`config.mk`:
```
export PLATFORM = sky130hd
export DESIGN_NAME = demo_mode_sequencer
export DESIGN_NICKNAME = d
export VERILOG_FILES = /design/src/rtl/demo_mode_sequencer.sv
export SDC_FILE = /design/constraint.sdc
export NUM_CORES = 1
export LEC_CHECK = 0
export ABC_AREA = 0
export ABC_CLOCK_PERIOD_IN_PS = 1800
export BUFFER_PORTS_ARGS = -buffer_cell sky130_fd_sc_hd__clkbuf_2
export CORE_MARGIN = 3
export CORE_UTILIZATION = 51
export DETAILED_ROUTE_END_ITERATION = 16
export PLACE_DENSITY = 0.76
export SLEW_MARGIN = 15
export SYNTH_ARGS = -nofsm -noshare
export SYNTH_HDL_FRONTEND = slang
export SYNTH_SLANG_ARGS = --single-unit
```
`constraint.sdc`:
```
create_clock -name clk_in -period 1.8 [get_ports clk_in]
set_input_delay 0.09 -clock clk_in [delete_from_list [all_inputs] [get_ports clk_in]]
set_output_delay 0.09 -clock clk_in [all_outputs]
set_load 0.02 [all_outputs]
```
`src/rtl/demo_mode_sequencer.sv`:
```
// Time-slot scheduler that hands the board displays between demo modes with a blanking gap.
// Optional feature macro: SEQ_AUTO_ADVANCE_EN (tick-driven dwell countdown and auto-advance).
module demo_mode_sequencer #(
  parameter int unsigned NUM_MODES    = 4,
  parameter int unsigned BLANK_CYCLES = 16
) (
  input  logic       clk_in,
  input  logic       rst_in,
  input  logic       tick_in,
  input  logic       next_pulse,
  input  logic       prev_pulse,
  input  logic       pause_pulse,
  input  logic [3:0] dwell_sw,
  output logic [1:0] mode_out,
  output logic [3:0] mode_en,
  output logic       blank_out,
  output logic       paused_out,
  output logic [4:0] dwell_left,
  output logic       mode_chg_pulse
);

  localparam int unsigned CNT_W = (BLANK_CYCLES > 1) ? $clog2(BLANK_CYCLES) : 1;
  localparam logic [CNT_W-1:0] BLANK_LOAD = CNT_W'(BLANK_CYCLES - 1);
  localparam logic [1:0] LAST_MODE = 2'(NUM_MODES - 1);

  typedef enum logic [1:0] {
    ST_BLANK = 2'd0,
    ST_RUN   = 2'd1,
    ST_PAUSE = 2'd2
  } state_t;

  state_t           state, state_nxt;
  logic             ret_paused, ret_paused_nxt;
  logic [CNT_W-1:0] blank_cnt, blank_cnt_nxt;
  logic [1:0]       mode_nxt;
  logic [3:0]       mode_en_nxt;
  logic             blank_nxt;
  logic             paused_nxt;
  logic [4:0]       dwell_nxt;
  logic             chg_nxt;
  logic             step;
  logic [1:0]       step_mode;
  logic [1:0]       mode_inc;
  logic [1:0]       mode_dec;
  logic             tick_run;

`ifdef SEQ_AUTO_ADVANCE_EN
  assign tick_run = tick_in;
`else
  // Ticks have no effect when auto-advance is compiled out.
  logic unused_tick;
  assign unused_tick = tick_in;
  assign tick_run    = 1'b0;
`endif

  assign mode_inc = (mode_out == LAST_MODE) ? 2'd0 : mode_out + 2'd1;
  assign mode_dec = (mode_out == 2'd0) ? LAST_MODE : mode_out - 2'd1;

  // State and output registers.
  always_ff @(posedge clk_in) begin
    if (rst_in) begin
      state          <= ST_BLANK;
      ret_paused     <= 1'b0;
      blank_cnt      <= BLANK_LOAD;
      mode_out       <= 2'd0;
      mode_en        <= 4'd0;
      blank_out      <= 1'b1;
      paused_out     <= 1'b0;
      dwell_left     <= 5'd0;
      mode_chg_pulse <= 1'b0;
    end else begin
      state          <= state_nxt;
      ret_paused     <= ret_paused_nxt;
      blank_cnt      <= blank_cnt_nxt;
      mode_out       <= mode_nxt;
      mode_en        <= mode_en_nxt;
      blank_out      <= blank_nxt;
      paused_out     <= paused_nxt;
      dwell_left     <= dwell_nxt;
      mode_chg_pulse <= chg_nxt;
    end
  end

  // Next-state and next-output logic.
  always_comb begin
    state_nxt      = state;
    ret_paused_nxt = ret_paused;
    blank_cnt_nxt  = blank_cnt;
    mode_nxt       = mode_out;
    mode_en_nxt    = mode_en;
    blank_nxt      = blank_out;
    paused_nxt     = paused_out;
    dwell_nxt      = dwell_left;
    chg_nxt        = 1'b0;
    step           = 1'b0;
    step_mode      = mode_out;

    case (state)
      ST_BLANK: begin
        if (blank_cnt == '0) begin
          state_nxt   = ret_paused ? ST_PAUSE : ST_RUN;
          dwell_nxt   = 5'(dwell_sw) + 5'd1;
          mode_en_nxt = 4'(4'd1 << mode_out);
          blank_nxt   = 1'b0;
          chg_nxt     = 1'b1;
        end else begin
          blank_cnt_nxt = blank_cnt - CNT_W'(1);
        end
      end
      ST_RUN, ST_PAUSE: begin
        // Pause beats a step, a single-key step beats a tick.
        if (pause_pulse) begin
          state_nxt  = (state == ST_RUN) ? ST_PAUSE : ST_RUN;
          paused_nxt = ~paused_out;
        end else if (next_pulse ^ prev_pulse) begin
          step      = 1'b1;
          step_mode = next_pulse ? mode_inc : mode_dec;
        end else if ((state == ST_RUN) && tick_run) begin
          if (dwell_left == 5'd1) begin
            step      = 1'b1;
            step_mode = mode_inc;
          end else begin
            dwell_nxt = dwell_left - 5'd1;
          end
        end
      end
      default: state_nxt = ST_BLANK;
    endcase

    if (step) begin
      state_nxt      = ST_BLANK;
      ret_paused_nxt = (state == ST_PAUSE);
      blank_cnt_nxt  = BLANK_LOAD;
      mode_nxt       = step_mode;
      mode_en_nxt    = 4'd0;
      blank_nxt      = 1'b1;
      dwell_nxt      = 5'd0;
    end
  end

endmodule

```
==> results.cfg, run 1 <==
[clocking]
postCtsSetupBuffers = 0
max-clock-path-buffers = 2
clock-sinks = 21
clk_pin_slew_ns = 0.11
tritoncts = yes
htree_levels = 1
clk_latency_ns = 0.29
cts_buffers = 3
cts_root_buffer = clkbuf_4

[worst_hold_path]
hp-class = in -> reg

[global_route]
grt_pass1_wl_um = 3320
track_usage = 0.169
grt_max_degree = 13
overflow = 0
grt_pass1_vias = 797
antenna_found_initial = 0

[timing]
rsz0062_at_grt = false
finalCritPeriodShare = 0.937
drv_slew = 0
setup-tns-final_ns = 0
worst_slew_pin_slew_ns = 0.347
worst_slack_ns = 0.113
fin_skew_ns = 0.00508
clock.fmax_ghz = 0.593
finalCriticalPeriod_ns = 1.69
slew_headroom = 0.768
finalHoldViolations = 0
final-setup-viol-count = 0

[critical_path]
crit_slowest_cell = dfxtp_1
crit_family = simple AND/OR/NAND/NOR gates
crit_type = reg -> reg
worstPathRequired_ns = 2.01
cp.arrival_ns = 1.90
critPathMaxStageDelay_ns = 0.36
worst_setup_path_start_kind = flip-flop
endpoint_kind = flip-flop
worst-path-buf-inv = 1
crit_chain = inv_1 -> ha_1 -> nor2b_1 -> and2_2 -> or2_4 -> a211oi_1
cp_max_fo = 11

[detailed_routing]
num_vias = 812
post_drt_wl_per_cell_um = 11.6
ant_nets = 0
drc = 0
wl_um = 1890
drt-pass1-iter-count = 4
drt_iter0_markers = 7
viasPerCell = 4.98

[yosys]
syn-instance-count = 111
avgSynthCellArea_um2 = 9.12
synth.distinct_cells = 30
yosys_warnings = 0
synth_nets = 129
synth_top_area_frac = 0.415
synth_area_um2 = 1010
synth_top_area_cell = dfxtp_1
synthTopCellsByArea = dfxtp_1, ha_1, nand2_1, nor2_1, a21oi_1
ys_seq_area_frac = 0.415
synth-seq-cells = 21

[placed_design]
io_buffers = 22
dp_hpwl_um = 1490
routabilityCongestion = 0.719
place_ws_ns = 0.0851

[pwr]
p_per_area_nw_per_um2 = 885
power_leakage_uw = 0.000495
vdd.ir_drop.worst_v = 0.000576

[floorplan]
ioPinCount = 24
dieArea_um2 = 2560
core_area_um2 = 1800
start_util = 0.562
die_y_um = 50.6
die_x_um = 50.6
row_count = 15

[layout]
n_antenna_cell = 0
nets = 157
fin_util = 0.659
multi_input_area_um2 = 537
drive_above_1_share = 0.275
seq_area_um2 = 420
syn2layout_area_growth_pct = 17.3
fillerInstances = 169

[run]
maxCapViolations = 0

[outcome]
status = completed
routing by layer:
metal	track usage	routed length, um
met3	0.0208	100
met2	0.307	927
met1	0.199	850
met4	0.0673	8
met5	0	0
where the power goes:
part | leakage (uW) | internal [uW] | switching [uW]
clock | 0.0000150 | 86.2 | 133
combinational | 0.000310 | 132 | 163
sequential | 0.000170 | 504 | 32.7
placed cells by master (no fill, tap or decap), types with 2 or more instances in the layout:
cell / Yosys / layout
ha_1: 8 / 8
nand4_1: 2 / 2
a211oi_2: 3 / 3
dfxtp_1: 21 / 21
nor2_1: 11 / 11
nand3_1: 2 / 2
a21oi_1: 8 / 8
mux2i_1: 3 / 3
clkbuf_2: 0 / 22
nand2_1: 21 / 21
xor2_1: 4 / 4
inv_1: 6 / 6
buf_4: 1 / 4
clkbuf_4: 0 / 3
xnor2_1: 3 / 3
through the flow:
step                      hold slack (ns)  std cells  power, uW  area (um2)
final                              0.0445        163       1050        1190
after global routing               0.0569        163       1130        1190
after CTS                        0.000371        162       1060        1180
after detailed placement            0.327        158        841        1150
after global placement              0.322        158        818        1150
after floorplan                     0.162        111        759        1010
synth_stat cells:
cell type   n
dfxtp_1    21
nand2_1    21
nor2_1     11
a21oi_1     8
ha_1        8
inv_1       6
xor2_1      4
a211oi_2    3
mux2i_1     3
xnor2_1     3
buf_6       2
nand3_1     2
nand4_1     2
a211oi_1    1
a21oi_2     1
a21oi_4     1
a22oi_1     1
a311oi_1    1
and2_1      1
buf_4       1
clkbuf_1    1
nand2b_1    1
nor2b_1     1
nor3_1      1
nor3_2      1
nor3b_1     1
o211ai_1    1
or2_4       1
or3_1       1
or3b_4      1
cell type report:
type | count | share of cell area
flip-flops and latches | 21 | 0.354
inverters | 6 | 0.0190
multi-input cells | 80 | 0.452
repair buffers | 27 | 0.126
clock buffers | 4 | 0.0221
well taps | 25 | 0.0263
cell families after synthesis:
| kind of cell | count (synthesis) | synth area share |
|---|---|---|
| buf+inv | 10 | 0.0556 |
| fa+ha+maj | 8 | 0.0989 |
| simple gates | 45 | 0.208 |
| xor+xnor | 7 | 0.0606 |
| flops | 21 | 0.415 |
| mux | 3 | 0.0297 |
| compound gates | 17 | 0.132 |
repair_timing:
action / in CTS / in global routing
gates resized for setup: 0 / 1
endpoints found under the hold margin: 0 / 1
endpoints found under the setup margin: 0 / 14
hold buffers: 0 / 1
flip-flops by register name (all words and copies together) (netlist names):
register,cells
mode_out,2
mode_chg_pulse,1
blank_out,1
dwell_left,5
blank_cnt,4
state,2
mode_en,4
ret_paused,1
paused_out,1
final timing paths:
check | startpoint | to | slack [ns] | cells after the start
setup / recovery | state[0] | dwell_left[3] | 0.11 | 6
hold / removal | rst_in | mode_out[0] | 0.04 | 2
setup reg to reg | state[0] | dwell_left[3] | 0.11 | 6
hold reg to reg | mode_en[0] | mode_en[0] | 0.46 | 2
No activity file was read; power rests on OpenSTA's default activity.
==> run 2: changes to the inputs <==
--- a/config.mk
+++ b/config.mk
@@ -7,7 +7,7 @@
 export LEC_CHECK = 0
 export ABC_AREA = 0
 export ABC_CLOCK_PERIOD_IN_PS = 1800
-export BUFFER_PORTS_ARGS = -buffer_cell sky130_fd_sc_hd__clkbuf_2
+export BUFFER_PORTS_ARGS = -buffer_cell sky130_fd_sc_hd__buf_2
 export CORE_MARGIN = 3
 export CORE_UTILIZATION = 51
 export DETAILED_ROUTE_END_ITERATION = 16
@@ -16,3 +16,4 @@
 export SYNTH_ARGS = -nofsm -noshare
 export SYNTH_HDL_FRONTEND = slang
 export SYNTH_SLANG_ARGS = --single-unit
+export TNS_END_PERCENT = 30
==> results.cfg, run 2 (synthesis gave the netlist of run 1 again) <==
[layout]
nets = 157
fin_cells = 163
largest_reg_flops = 5
final_common_cell = buf_2
final_cell_area_um2 = 1190
reg_top3 = dwell_left x5, blank_cnt x4, mode_en x4
layout_common_cells = buf_2, nand2_1, dfxtp_1
syn2layout_area_growth_pct = 17.3
largest-register = dwell_left
fillerInstances = 158
n_antenna_cell = 0
drive_above_1_share = 0.275

[global_route]
track_usage = 0.157
grt_pass1_wl_um = 3130
grt_max_degree = 13
grt_pass1_vias = 764
antenna_found_initial = 0
overflow = 0

[clocking]
cts_root_buffer = clkbuf_4
cts_buffers = 3
clk_pin_slew_ns = 0.11
clk_latency_ns = 0.29
tritoncts = yes
clock-sinks = 21
htree_levels = 1
max-clock-path-buffers = 2

[pwr]
power_leakage_uw = 0.000504
pwr-share-seq = 0.514
p_per_area_nw_per_um2 = 876
p_comb_frac = 0.277
power.switching_uw = 319
swShare = 0.307
intPower_uw = 721
clkPwrFrac = 0.209
vdd.ir_drop.worst_v = 0.000649

[timing]
worst_slew_pin_slew_ns = 0.321
clock.fmax_ghz = 0.603
finalCritPeriodShare = 0.921
fin_skew_ns = 0.00293
drv_slew = 0
rsz0062_at_grt = false
setup-tns-final_ns = 0
worst_slack_ns = 0.142
finalHoldViolations = 0
slew_headroom = 0.785
finalCriticalPeriod_ns = 1.66
final-setup-viol-count = 0

[critical_path]
endpoint_kind = flip-flop
critPathMaxStageDelay_ns = 0.35
worstPathRequired_ns = 2.01
ff2ff_path_depth = 6
r2r-end = dwell_left[3]
crit_path_end = dwell_left[3]
cp.arrival_ns = 1.87
reg2reg_from = state[0]
cp_max_fo = 11
crit_slowest_cell = dfxtp_1
crit_type = reg -> reg
worst_setup_path_start_kind = flip-flop
crit_chain = inv_1 -> ha_1 -> nor2b_1 -> and2_2 -> or2_4 -> a211oi_1
r2r_slack_ns = 0.14
cp-startpoint = state[0]

[floorplan]
die_x_um = 50.6
core_area_um2 = 1800
row_count = 15
ioPinCount = 24
dieArea_um2 = 2560
die_y_um = 50.6
start_util = 0.562

[detailed_routing]
wl_um = 1760
num_vias = 813
viasPerCell = 4.99
post_drt_wl_per_cell_um = 10.8
ant_nets = 0
drt-pass1-iter-count = 4
drc = 0
drt_iter0_markers = 15

[placed_design]
routabilityCongestion = 0.740
placed_cells = 158
dpl_cell_area_um2 = 1150
io_buffers = 22
place_ws_ns = 0.106
dp_hpwl_um = 1400

[worst_hold_path]
hp-class = in -> reg

[run]
maxCapViolations = 0

[outcome]
status = completed
-- run 2: cell types whose count changed in the layout (fill, tap and decap cells not counted) --
cell	change
buf_2	+22
clkbuf_2	-22
-- run 2: final cells by class --
cell class	count	area, um2	area share
repair buffers	27	150	0.126
flip-flops and latches	21	420	0.354
well taps	25	31.3	0.0263
multi-input cells	80	537	0.452
clock buffers	4	26.3	0.0221
inverters	6	22.5	0.0190
-- run 2: stage by stage --
stage | total power [uW] | util | hold slack [ns]
floorplan | 759 | - | 0.162
global placement | 818 | 0.638 | 0.317
detailed placement | 831 | 0.638 | 0.325
CTS | 1050 | 0.658 | 0.0368
global route | 1120 | 0.659 | 0.0433
finish | 1040 | 0.659 | 0.0422
-- run 2: timing repair --
item	CTS	global route
resized for setup	0	1
hold buffers	1	0
hold endpoints to repair	1	0
endpoints found under the setup margin	0	3
setup buffers	0	0
-- run 2: power groups by stage --
| stage | Combinational, uW | Clock [uW] | Sequential (uW) |
|---|---|---|---|
| 2_1_floorplan | 210 | 0 | 548 |
| 3_3_place_gp | 275 | 0 | 543 |
| 3_5_place_dp | 286 | 0 | 545 |
| 4_1_cts | 289 | 231 | 534 |
| 5_1_grt | 331 | 247 | 539 |
| 6_report | 288 | 217 | 535 |
-- run 2: per-layer routing --
metal / track usage / routed length (um) / vias to the layer above
met4: 0.0673 / 0 / 0
met1: 0.193 / 824 / 363
li1: - / - / 428
met2: 0.263 / 825 / 22
met5: 0 / 0 / -
met3: 0.0356 / 111 / 0
-- run 2: how the worst min path moves through the flow --
stage	startpoint	endpoint	slack, ns	depth (start not counted)
floorplan	rst_in	mode_out[0]	0.16	1
global placement	dwell_sw[0]	dwell_left[0]	0.32	2
detailed placement	dwell_sw[0]	dwell_left[0]	0.33	2
CTS	rst_in	mode_out[0]	0.04	2
global route	rst_in	ret_paused	0.04	2
finish	rst_in	mode_out[0]	0.04	2
-- run 2: critical path, delay by kind of cell, from the launching register on --
kind	cells	cell delay [ns]
adder cells (fa/ha/maj)	1	0.29
AO/OA/AOI/OAI	1	0.18
flip-flops	1	0.35
buffers and inverters	1	0.06
AND/OR/NAND/NOR	3	0.71
==> run 3: changes to the inputs <==
==> constraint.sdc (replaced) <==
create_clock -name clk_in -period 1.8 [get_ports clk_in]
set_input_delay 0.36 -clock clk_in [delete_from_list [all_inputs] [get_ports clk_in]]
set_output_delay 0.36 -clock clk_in [all_outputs]
set_load 0.02 [all_outputs]
==> results.cfg, run 3 (synthesis gave the netlist of run 1 again) <==
[layout]
drive_above_1_share = 0.285
fillerInstances = 160
syn2layout_area_growth_pct = 16.4
largest_reg_flops = 5
seq_area_um2 = 420
largest-register = dwell_left
n_antenna_cell = 0
layout_common_cells = buf_2, nand2_1, dfxtp_1
final_common_cell = buf_2
multi_input_area_um2 = 537
reg_top3 = dwell_left x5, blank_cnt x4, mode_en x4
nets = 156

[worst_hold_path]
hp-class = in -> reg

[timing]
finalHoldViolations = 0
finalCritPeriodShare = 0.920
drv_slew = 0
worst_slew_pin_slew_ns = 0.327
rsz0062_at_grt = false
finalCriticalPeriod_ns = 1.66
worst_hold_slack_ns = 0.272
final-setup-viol-count = 0
clock.fmax_ghz = 0.604
setup-tns-final_ns = 0
slew_headroom = 0.781
fin_skew_ns = 0.00717

[outcome]
status = completed

[floorplan]
die_x_um = 50.6
die_y_um = 50.6
start_util = 0.562
ioPinCount = 24
dieArea_um2 = 2560
core_area_um2 = 1800
row_count = 15

[detailed_routing]
post_drt_wl_per_cell_um = 11.0
wl_um = 1790
drt-pass1-iter-count = 4
drt_iter0_markers = 9
drc = 0
num_vias = 806
viasPerCell = 4.98
ant_nets = 0

[pwr]
p_per_area_nw_per_um2 = 891
vdd.ir_drop.worst_v = 0.000666
power_leakage_uw = 0.000503

[clocking]
clock-sinks = 21
clk_latency_ns = 0.30
cts_root_buffer = clkbuf_4
tritoncts = yes
cts_buffers = 3
htree_levels = 1
max-clock-path-buffers = 2
cts_hold_buf = 0
clk_pin_slew_ns = 0.12

[critical_path]
cp.arrival_ns = 1.88
cp_max_fo = 11
endpoint_kind = flip-flop
worstPathRequired_ns = 2.03
worst_setup_path_start_kind = flip-flop
crit_type = reg -> reg

[global_route]
track_usage = 0.167
antenna_found_initial = 0
overflow = 0
grt_pass1_wl_um = 3270
grt_pass1_vias = 809
grt_max_degree = 13

[placed_design]
routabilityCongestion = 0.750
dp_hpwl_um = 1430
io_buffers = 22

[run]
maxCapViolations = 0
[run 3: path summary, 6_finish.rpt]
kind / start / end / slack (ns) / cells after the start
hold reg to reg: blank_out / blank_out / 0.46 / 2
setup reg to reg: state[0] / dwell_left[3] / 0.14 / 6
hold / removal: dwell_sw[0] / dwell_left[0] / 0.27 / 2
setup / recovery: state[0] / dwell_left[3] / 0.14 / 6
[run 3: timing repair]
action / 4_1_cts / 5_1_grt
resized for setup: 0 / 1
endpoints found under the setup margin: 0 / 2
buffers inserted: 0 / 0
[run 3: layout make-up]
| class | instances | share of cell area |
|---|---|---|
| multi-input combinational | 80 | 0.455 |
| sequential | 21 | 0.357 |
| timing repair buffer | 26 | 0.119 |
| tap | 25 | 0.0265 |
| clock buffer | 3 | 0.0191 |
| inverter | 6 | 0.0191 |
| clock inverter | 1 | 0.00425 |
[run 3: through the flow]
stage	std cells	instance area, um2	utilization	setup WS [ns]	total power (uW)
after floorplan	111	1010	-	0.125	759
after global placement	158	1150	0.638	0.130	817
after detailed placement	158	1150	0.638	0.132	834
after CTS	162	1180	0.653	0.100	1060
after global routing	162	1180	0.654	0.0364	1130
final	162	1180	0.654	0.145	1050
[run 3: critical path, cell delays in order, from the launching register on]
cell and delay (ns):
dfxtp_1 0.36, inv_1 0.06, ha_1 0.29, nor2b_1 0.16
and2_2 0.22, or2_4 0.31, a211oi_1 0.18
[run 3: routing by layer]
layer | GRT usage | share of wire | up-vias | wire length (um)
met5 | 0 | 0 | - | 0
met2 | 0.293 | 0.48 | 17 | 854
met1 | 0.198 | 0.47 | 366 | 839
met4 | 0.0762 | 0.0056 | 0 | 10
li1 | - | - | 421 | -
met3 | 0.0267 | 0.046 | 2 | 83
[run 3: report_power, final]
| part | switching (uW) | total (uW) | leakage, uW | internal [uW] |
|---|---|---|---|---|
| clock | 141 | 224 | 0.0000177 | 82.7 |
| combinational | 159 | 289 | 0.000315 | 130 |
| sequential | 32.8 | 537 | 0.000170 | 504 |
